[config.mk]
export PLATFORM = sky130hd
export DESIGN_NAME = delay_temp_unit
export DESIGN_NICKNAME = d
export VERILOG_FILES = /design/src/rtl/delay_temp_unit.sv
export SDC_FILE = /design/constraint.sdc
export NUM_CORES = 1
export LEC_CHECK = 0
export CORE_MARGIN = 3
export CORE_UTILIZATION = 54
export DETAILED_ROUTE_END_ITERATION = 16
export PLACE_DENSITY = 0.8
export SYNTH_ARGS = -nofsm -noshare
export SYNTH_HDL_FRONTEND = slang
export SYNTH_SLANG_ARGS = --single-unit
[constraint.sdc]
create_clock -name clk -period 2.23 [get_ports clk]
set_input_delay 0.223 -clock clk [delete_from_list [all_inputs] [get_ports clk]]
set_output_delay 0.223 -clock clk [all_outputs]
set_load 0.02 [all_outputs]
[src/rtl/delay_temp_unit.sv]
// delay_temp_unit
//   Two independent blocks sharing one clock:
//   * A prescaled delay counter. A start loads a tick count. Each tick is
//     PRESCALE enabled clock cycles. delay_done rises when the count runs out.
//   * An 8-bit signed temp register. It supports load, increment and
//     decrement, and drives sign/zero flags.
//
// Parameters
//   PRESCALE  clk cycles per delay tick (>= 2)
//   DELAY_W   width of delay_value and of the remaining-tick counter
//
// Ports
//   clk                      sole clock, rising edge
//   reset                    asynchronous, active-high
//   start_delay_counter      load delay_value and begin a new delay (beats enable)
//   enable_delay_counter     advance the running delay this cycle
//   delay_value[DELAY_W]     delay length in ticks, sampled on start
//   delay_done               registered, high while the delay has expired
//   delay_busy               registered, high while a delay is counting
//   load_temp_register       temp <= temp_load_value (highest priority)
//   increment_temp_register  temp <= temp + 1
//   decrement_temp_register  temp <= temp - 1
//   temp_load_value[8]       signed load data
//   temp_value[8]            current signed temp register
//   temp_is_positive/_negative/_zero  combinational flags from temp_value
module delay_temp_unit #(
  parameter int PRESCALE = 50000,
  parameter int DELAY_W  = 8
) (
  input  logic               clk,
  input  logic               reset,
  input  logic               start_delay_counter,
  input  logic               enable_delay_counter,
  input  logic [DELAY_W-1:0] delay_value,
  output logic               delay_done,
  output logic               delay_busy,
  input  logic               load_temp_register,
  input  logic               increment_temp_register,
  input  logic               decrement_temp_register,
  input  logic [7:0]         temp_load_value,
  output logic [7:0]         temp_value,
  output logic               temp_is_positive,
  output logic               temp_is_negative,
  output logic               temp_is_zero
);

  localparam int PRE_W = (PRESCALE > 2) ? $clog2(PRESCALE) : 1;
  localparam logic [PRE_W-1:0] PRE_LAST = PRE_W'(PRESCALE - 1);

  typedef enum logic [1:0] {
    IDLE  = 2'd0,
    COUNT = 2'd1,
    DONE  = 2'd2
  } state_t;

  state_t             state_reg, state_next;
  logic [PRE_W-1:0]   prescale_reg, prescale_next;
  logic [DELAY_W-1:0] remaining_reg, remaining_next;
  logic               done_reg, busy_reg;
  logic [7:0]         temp_reg, temp_next;

  // ---------------- delay counter ----------------
  always_ff @(posedge clk or posedge reset) begin
    if (reset) begin
      state_reg     <= IDLE;
      prescale_reg  <= '0;
      remaining_reg <= '0;
      done_reg      <= 1'b0;
      busy_reg      <= 1'b0;
    end else begin
      state_reg     <= state_next;
      prescale_reg  <= prescale_next;
      remaining_reg <= remaining_next;
      // The flags are decoded from the next state. They then change on the
      // same edge as the state they describe.
      done_reg      <= (state_next == DONE);
      busy_reg      <= (state_next == COUNT);
    end
  end

  always_comb begin
    state_next     = state_reg;
    prescale_next  = prescale_reg;
    remaining_next = remaining_reg;

    if (start_delay_counter) begin
      state_next     = COUNT;
      prescale_next  = '0;
      remaining_next = delay_value;
    end else begin
      case (state_reg)
        COUNT: begin
          // A zero-length delay finishes on the first edge, whether or not
          // enable is high.
          if (remaining_reg == '0) begin
            state_next = DONE;
          end else if (enable_delay_counter) begin
            if (prescale_reg == PRE_LAST) begin
              prescale_next  = '0;
              remaining_next = remaining_reg - DELAY_W'(1);
              if (remaining_reg == DELAY_W'(1)) begin
                state_next = DONE;
              end
            end else begin
              prescale_next = prescale_reg + PRE_W'(1);
            end
          end
          // With enable low, everything holds, so a pause loses no progress.
        end
        DONE:    state_next = DONE;   // sticky until start or reset
        default: state_next = IDLE;   // IDLE ignores enable
      endcase
    end
  end

  assign delay_done = done_reg;
  assign delay_busy = busy_reg;

  // ---------------- temp register ----------------
  always_ff @(posedge clk or posedge reset) begin
    if (reset) begin
      temp_reg <= '0;
    end else begin
      temp_reg <= temp_next;
    end
  end

  // Load wins. Increment and decrement together cancel out. Arithmetic
  // wraps modulo 256.
  always_comb begin
    temp_next = temp_reg;
    if (load_temp_register) begin
      temp_next = temp_load_value;
    end else if (increment_temp_register && !decrement_temp_register) begin
      temp_next = temp_reg + 8'd1;
    end else if (decrement_temp_register && !increment_temp_register) begin
      temp_next = temp_reg - 8'd1;
    end
  end

  assign temp_value       = temp_reg;
  assign temp_is_zero     = (temp_reg == 8'd0);
  assign temp_is_negative = temp_reg[7];
  assign temp_is_positive = !temp_is_zero && !temp_reg[7];

endmodule
* After elaboration in Yosys (flattened, before gate mapping)
Cells that the tools add are included.
** Word-level totals
- Bits in registers :: 36
- Word-level logic and storage cells :: 51
** Cells by class
- Add/subtract/negate cells :: 4
- Eq/ne operators :: 7
- Muxes and demuxes :: 19
- Reduce and logical (&&, ||, !) cells :: 15
** Operator list (count)
- $mux 16 :: 5
- $mux 8 :: 8
- $add 16x1->16 const B :: 1
- $eq 16x16->1 const B :: 1
- $logic_not 8->1 :: 2
- $sub 8x1->8 const B :: 2
- $mux 2 :: 5
- $add 8x1->8 const B :: 1
- $eq 8x1->1 const B :: 1
- $reduce_bool 2->1 :: 3
- $eq 2x1->1 const B :: 2
- $eq 2x2->1 const B :: 2
- $logic_not 1->1 :: 4
- $pmux 2 s2 :: 1
- $reduce_and 4->1 :: 1
- $logic_and 1x1->1 :: 3
- $reduce_and 3->1 :: 1
- $reduce_bool 3->1 :: 1
- $ne 2x2->1 const B :: 1

* Logic depth before layout (Yosys ltp)
Gate-level depths: netlist of the first run.
- Depth in word-level cells :: 8
- Gate-level depth with buffers :: 8
- Depth with buffers taken out :: 7

* Worst setup path before layout of the first run
OpenSTA, ideal clock, no wires.
- Path kind :: register to register
- From :: register prescale_reg[4]
- To :: register state_reg[0]
- Library setup time :: 124 ps
- Arrival time :: 1862 ps
- Path slack :: 243 ps
- Cell stages (with the launch flop) :: 7
- Path buffers :: 1
- Period minus slack after synthesis :: 1987 ps
- Cell sequence :: dfrtp_1 -> or4b_4 -> nor4_4 -> buf_6 -> a31o_2 -> a21oi_1 -> or2_1
** Between the ends
- Cells in the longest elaborated chain, start to end :: 6
** RTL lines
- start, declared :: line 57 : logic [PRE_W-1:0] prescale_reg, prescale_next;
- start signal, assigned :: line 72 : prescale_reg <= prescale_next;
- $eq 16x16->1 :: line 98 : if (prescale_reg == PRE_LAST) begin
- $mux 2 :: line 98
- $mux 2 :: line 97 : end else if (enable_delay_counter) begin
- $mux 2 :: line 95 : if (remaining_reg == '0) begin
- $pmux 2 s2 :: line 91 : case (state_reg)
- $mux 2 :: line 86 : if (start_delay_counter) begin
- net state_next[0] :: line 56 : state_t state_reg, state_next;
- end signal, assigned :: line 71 : state_reg <= state_next;
- end, declared :: line 56
The timed path passes the listed nets, and every way through them passes these cells.
A chain may end at the register's enable or synchronous reset.

* Worst setup path after layout of the first run
- From :: input increment_temp_register
- To :: register temp_reg[6] (netlist: temp_value[6])
** Between the ends
- Cells in the longest elaborated chain, start to end :: 3
** RTL lines
- start, declared :: line 38 : input logic increment_temp_register,
- $logic_and 1x1->1 or $logic_not 1->1 (tied branches) :: line 134, 136
- $mux 8 or $logic_and 1x1->1 (tied branches) :: line 134, 136
- $mux 8 or $reduce_bool 3->1 (tied branches)
- end signal, assigned :: line 124 : temp_reg <= temp_next;
- end, declared :: line 60 : logic [7:0] temp_reg, temp_next;
Parallel ways exist; a longest one is shown, timed or not.

==> run summary, run 1 <==
Worst min path class: in2async
Gate power share: 34.0%
Dominant synthesized flop cell: dfrtp_1
Reg-to-reg startpoint: prescale_reg[11]
FMAX: 470 MHz
Placed instance count: 355
Yosys top cell area share: 38.8%
Ant diodes: 0
Clk buf depth: 2
Root buffer cell: clkbuf_8
Peak supply drop: 0.528 mV
Fin crit share: 95.3%
First-pass GRT wire length: 9110 um
CP top delay family: compound AO/OA/AOI/OAI gates
Worst setup SP type: input pin
Multi-input logic area: 1340 um2
Power share of the clock group: 28.1%
Commonest cells after routing, fill and taps aside: 36 x dfrtp_1, 33 x clkdlybuf4s50_1, 27 x o21ai_0, 25 x nor2_1, 24 x buf_4
Critical-path top delay cell: clkdlybuf4s50_1
Max-capacitance violation count: 0
Clock latency on the worst-skew pair: 0.29 ns
R2R Setup Slk: 0.11 ns
# fillers: 316
Residual DRC count: 0
CTS tree: built
Routed vias/inst: 5.70
Die area: 5130 um2
Final Non-Filler Cells: 364
DP Area: 2870 um2
Drt pass-1 iters: 4
Cell Area, Synth: 2320 um2
Fin. Hold Viols: 0
Final antenna-violating net count: 0
Total CTS buffers: 5
Final setup viols: 0
Sequential fraction of the synthesis area: 38.8%
CP Max Fanout: 6
Min cycle time layout: 2.13 ns
DP HPWL: 3780 um
Core area: 4090 um2
Remaining global-route overflow: 0
Commonest non-fill, non-tap cell in the layout: dfrtp_1
Register Area: 901 um2
Final instance area: 3000 um2
Fin nets: 349
Ys Warns: 0
Critical path cell sequence: clkdlybuf4s50_1 > nand2b_2 > fa_1 > a21o_1 > a21oi_2 > o21ai_0 > mux2_2 > a31oi_1
Worst EP required: 2.44 ns
Switching share of power: 31.8%
Hold_buf cts: 0
Slew Limit Fails: 0
Initial core utilization: 56.9%
Post-synth net total: 292
Mapped Cells: 256
Routed WL per cell: 14.5 um
Die Width: 71.6 um
Critical Path Start: increment_temp_register
Largest register FFs: 16
Layout cell share with drive strength beyond 1: 15.9%
Synth unique cells: 52
Number of port buffers: 35
Die height: 71.6 um
Cell Pwr Density: 681 nW/um2
Area leader, netlist: dfrtp_1
CP max stage delay: 0.56 ns
Rel. slew slack: 69.2%
Mean cell area of the mapped netlist: 9.08 um2
Skew final: 0.00653 ns
Clock transition at path regs: 0.07 ns
WP buf/inv: 1
WP data arrival: 2.34 ns
Final Wtd Congestion: 0.878
Total Wirelength: 5260 um
Flops & latches, synth: 36
Initial antenna violation count: 0
Pint: 0.00139 W
Flop pwr share: 37.9%
Largest net degree at the start of global routing: 37
Vias in the first global route: 2,015
Std-Cell Rows: 23
WS Path Type: in2reg
Clock Sinks: 36
Status: finished, final reports clean
# H-tree levels: 2
Worst-margin pin slew: 0.460 ns
I/O pin total: 36
Post-synth EDFFs: 0
GRT Overall Usage: 22.2%
Ys async rst share: 100%
DR vias: 2,076
Crit path capture type: flop
Leading post-synthesis cells by cell area: dfrtp_1 39%, ha_1 6.5%, o21ai_0 5.8%, xor2_1 4.9%, nor2_1 4.0%
Starting DRC count in detailed routing: 90
Cell leakage power: 1.33 nW
Sw Pwr: 0.000650 W
P&R area growth vs syn: 29.1%
## worst min-delay path, cell delays in order
cell	delay, ns
clkdlybuf4s50_1	0.40
inv_1	0.05
buf_4	0.39
## Yosys cell counts (all sizes together), types with 2 or more instances
cell,instances
nand2,24
ha,12
a31oi,2
o21bai,3
a21o,2
nand4b,2
inv,12
or4,2
nand4,8
nor4,3
buf,4
dfrtp,36
nand2b,2
nor2b,3
and3,3
o21ai,28
clkbuf,6
or3,2
o31ai,2
mux2,5
mux2i,2
or4b,2
nor3,7
xnor2,6
or2,2
nor2,25
xor2,13
o2111ai,4
nand3,10
a21oi,12
## final cells by class
cell class,instances,area share (%)
inverters,12,1.50
flip-flops and latches,36,30.0
multi-input cells,198,44.7
well taps,50,2.09
repair buffers,60,18.1
clock inverters,2,1.17
clock buffers,6,2.42
## cell families (layout without fill, tap and decap cells)
| logic type | count (synthesis) | after routing | synth area share (%) |
|---|---|---|---|
| AOI/OAI and AO/OA | 60 | 60 | 16.3 |
| and+or+nand+nor | 99 | 99 | 22.8 |
| muxes | 7 | 7 | 3.44 |
| buffers and inverters | 22 | 80 | 4.20 |
| xor gates and xnor gates | 19 | 19 | 7.16 |
| adders and majority gates | 13 | 13 | 7.32 |
| DFF | 36 | 36 | 38.8 |
## worst paths after layout
check / endpoint / cells after the start
min reg2reg: prescale_reg[0] / 1
max reg2reg: remaining_reg[3] / 6
min: temp_value[7] / 3
min in group clk: remaining_reg[2] / 3
max in group asynchronous: delay_done / 3
max: temp_value[6] / 8
## layer usage
| metal | track usage, % | routed length, um | vias up |
|---|---|---|---|
| met1 | 29.5 | 2360 | 971 |
| li1 | - | - | 1032 |
| met3 | 5.19 | 305 | 10 |
| met2 | 35.8 | 2510 | 63 |
| met4 | 7.52 | 87 | 0 |
| met5 | 0 | 0 | - |
## timing repair
item | CTS | global route
buffers inserted | 0 | 1
setup endpoints to repair | 1 | 15
gates resized for setup | 1 | 6
pin swaps | 0 | 1
## per-stage QoR
step / setup TNS [ns] / total power (W) / utilization (%) / worst slack [ns] / hold WS, ns
5_1_grt: -0.00329 / 0.00217 / 73.4 / -0.00329 / 0.399
2_1_floorplan: 0 / 0.00120 / - / 0.243 / 0.343
4_1_cts: 0 / 0.00205 / 72.7 / 0.0115 / 0.363
3_5_place_dp: -0.857 / 0.00147 / 70.1 / -0.230 / 0.509
6_report: 0 / 0.00204 / 73.4 / 0.104 / 0.340
3_3_place_gp: -0.311 / 0.00145 / 70.1 / -0.0989 / 0.504
## power groups by stage
| stage | combinational, W | sequential, W | clock, W |
|---|---|---|---|
| floorplan | 0.000380 | 0.000819 | 0 |
| global placement | 0.000668 | 0.000785 | 0 |
| detailed placement | 0.000683 | 0.000787 | 0 |
| CTS | 0.000689 | 0.000775 | 0.000585 |
| global route | 0.000771 | 0.000785 | 0.000614 |
| finish | 0.000695 | 0.000775 | 0.000574 |
Power figures use the tool's default switching activity.
==> inputs of run 2 (changes only) <==
--- a/config.mk
+++ b/config.mk
@@ -5,7 +5,6 @@
 export SDC_FILE = /design/constraint.sdc
 export NUM_CORES = 1
 export LEC_CHECK = 0
-export CORE_MARGIN = 3
 export CORE_UTILIZATION = 54
 export DETAILED_ROUTE_END_ITERATION = 16
 export PLACE_DENSITY = 0.8
==> run 2 against run 1 <==
Clock-buffer cell count is 2 higher. Sequential share of layout area is 0.37 points higher. First-iteration DRC count is 4.4% lower. Worst hold slack better by 0.050 ns. Via count is 1.0% lower. Fmax is 0.71% higher. Register-to-register slack hardly changed. Clock power is 16% lower. Routed wire length is 3.3% lower. Final cell count is 0.27% lower. Critical path depth is 2 lower. Flip-flop and latch count stayed put. Largest cell class unchanged.
==> run summary, run 2 (synthesis gave the netlist of run 1 again) <==
GRT Overall Usage: 24.9%
Max-capacitance violation count: 0
DR vias: 2,055
Hold_buf cts: 0
Routed vias/inst: 5.66
Skew final: 0.00704 ns
Fin crit share: 94.7%
Die height: 67.6 um
Drt pass-1 iters: 4
Register Area: 901 um2
Root buffer cell: clkbuf_8
Cell leakage power: 1.31 nW
Starting DRC count in detailed routing: 86
Worst-margin pin slew: 0.465 ns
Worst setup SP type: flop
Largest net degree at the start of global routing: 37
Number of port buffers: 35
Reg2Reg Capture Point: state_reg[0]
Die Width: 67.6 um
Reg-to-reg startpoint: prescale_reg[11]
First-pass GRT wire length: 8370 um
Initial core utilization: 57.3%
CP Max Fanout: 11
Multi-input logic area: 1330 um2
Total CTS buffers: 5
Ant diodes: 0
Final Wtd Congestion: 0.905
RSZ-0062 raised after global routing: no
Remaining global-route overflow: 0
Peak supply drop: 0.395 mV
Commonest cells after routing, fill and taps aside: 36 x dfrtp_1, 33 x clkdlybuf4s50_1, 27 x o21ai_0, 25 x nor2_1, 24 x buf_4
DP HPWL: 3780 um
WS Path Type: reg2reg
Final setup viols: 0
Placed instance count: 355
Worst EP required: 2.41 ns
Clock latency on the worst-skew pair: 0.29 ns
CP max stage delay: 0.61 ns
Clock transition at path regs: 0.07 ns
Crit path capture type: flop
Fin nets: 348
Commonest non-fill, non-tap cell in the layout: dfrtp_1
GR Layer Usage met3: 5.91%
Total Wirelength: 5090 um
I/O pin total: 36
Vias in the first global route: 1,860
Cell Pwr Density: 659 nW/um2
Finished Core Util: 73.0%
Routed WL per cell: 14.0 um
Pre-CTS worst setup slack: -0.187 ns
Largest register FFs: 16
R2R Setup Slk: 0.12 ns
CTS tree: built
Clk buf depth: 2
Initial antenna violation count: 0
Core area: 4060 um2
# fillers: 292
Met1 GRT Util: 33.4%
Worst r2r path cells: 6
GRT Max-Usage Layer: met2
Min cycle time layout: 2.11 ns
Slew Limit Fails: 0
Std-Cell Rows: 23
Clock Sinks: 36
Final Non-Filler Cells: 363
Worst min path class: in2async
Grt met2 use: 39.2%
Critical-path top delay cell: or4b_1
Status: finished, final reports clean
# H-tree levels: 2
FMAX: 474 MHz
Worst Slack Setup Final: 0.119 ns
Fin. Hold Viols: 0
Final antenna-violating net count: 0
WP data arrival: 2.29 ns
Residual DRC count: 0
Rel. slew slack: 68.9%
Critical path cell sequence: or4b_1 > nor4_4 > buf_4 > a31o_2 > a21oi_1 > or2_1
Die area: 4570 um2
Layout cell share with drive strength beyond 1: 14.7%
P&R area growth vs syn: 27.5%
-- run 2: worst max path at each step --
stage	startpoint	slack, ns	cells after the start	end
after floorplan	prescale_reg[4]	0.24	6	state_reg[0]
after global placement	increment_temp_register	-0.1	8	temp_value[6]
after detailed placement	increment_temp_register	-0.19	8	temp_value[6]
after CTS	temp_value[3]	0.04	4	temp_is_positive
after global routing	prescale_reg[11]	0.03	6	state_reg[0]
final	prescale_reg[11]	0.12	6	state_reg[0]
-- run 2: power by group --
| part | switching (W) | total (W) | internal, W | leakage, nW |
|---|---|---|---|---|
| sequential | 0.0000610 | 0.000771 | 0.000710 | 0.461 |
| combinational | 0.000345 | 0.000699 | 0.000354 | 0.802 |
| clock | 0.000232 | 0.000484 | 0.000252 | 0.0455 |
-- run 2: final cells by class --
class	instances	area share [%]
Clock buffer	8	3.04
Inverter	12	1.52
Multi-Input combinational cell	198	45.0
Sequential cell	36	30.4
Tap cell	50	2.11
Timing Repair Buffer	59	17.9
-- run 2: what timing repair did --
action / CTS / global route
cloned: 0 / 0
endpoints found under the setup margin: 1 / 7
setup buffers: 0 / 0
resized for setup: 1 / 3
-- run 2: per-stage QoR --
stage	hold WS (ns)	total power [W]	setup TNS, ns	area [um2]
floorplan	0.343	0.00120	0	2320
global placement	0.503	0.00146	-0.183	2870
detailed placement	0.500	0.00148	-0.482	2870
CTS	0.385	0.00196	0	2950
global route	0.432	0.00208	0	2960
finish	0.390	0.00195	0	2960
-- run 2: worst max-delay path, delay by kind of cell (launching register included) --
kind,cells,cell delay (ns)
buffers and inverters,1,0.23
flip-flops,1,0.42
AO/OA/AOI/OAI,2,0.28
AND/OR/NAND/NOR,3,1.07
-- run 2: layer usage --
metal / vias up / share of wire (%)
met5: - / 0
met4: 0 / 1.2
met3: 6 / 5.0
met2: 59 / 47
met1: 960 / 46
li1: 1030 / -
==> inputs of run 3 (changes only) <==
--- a/config.mk
+++ b/config.mk
@@ -5,6 +5,7 @@
 export SDC_FILE = /design/constraint.sdc
 export NUM_CORES = 1
 export LEC_CHECK = 0
+export ABC_CLOCK_PERIOD_IN_PS = 2230
 export CORE_UTILIZATION = 54
 export DETAILED_ROUTE_END_ITERATION = 16
 export PLACE_DENSITY = 0.8
==> results of run 3 <==
Same layout as run 2: the final DEF is identical, and so are final timing and power.
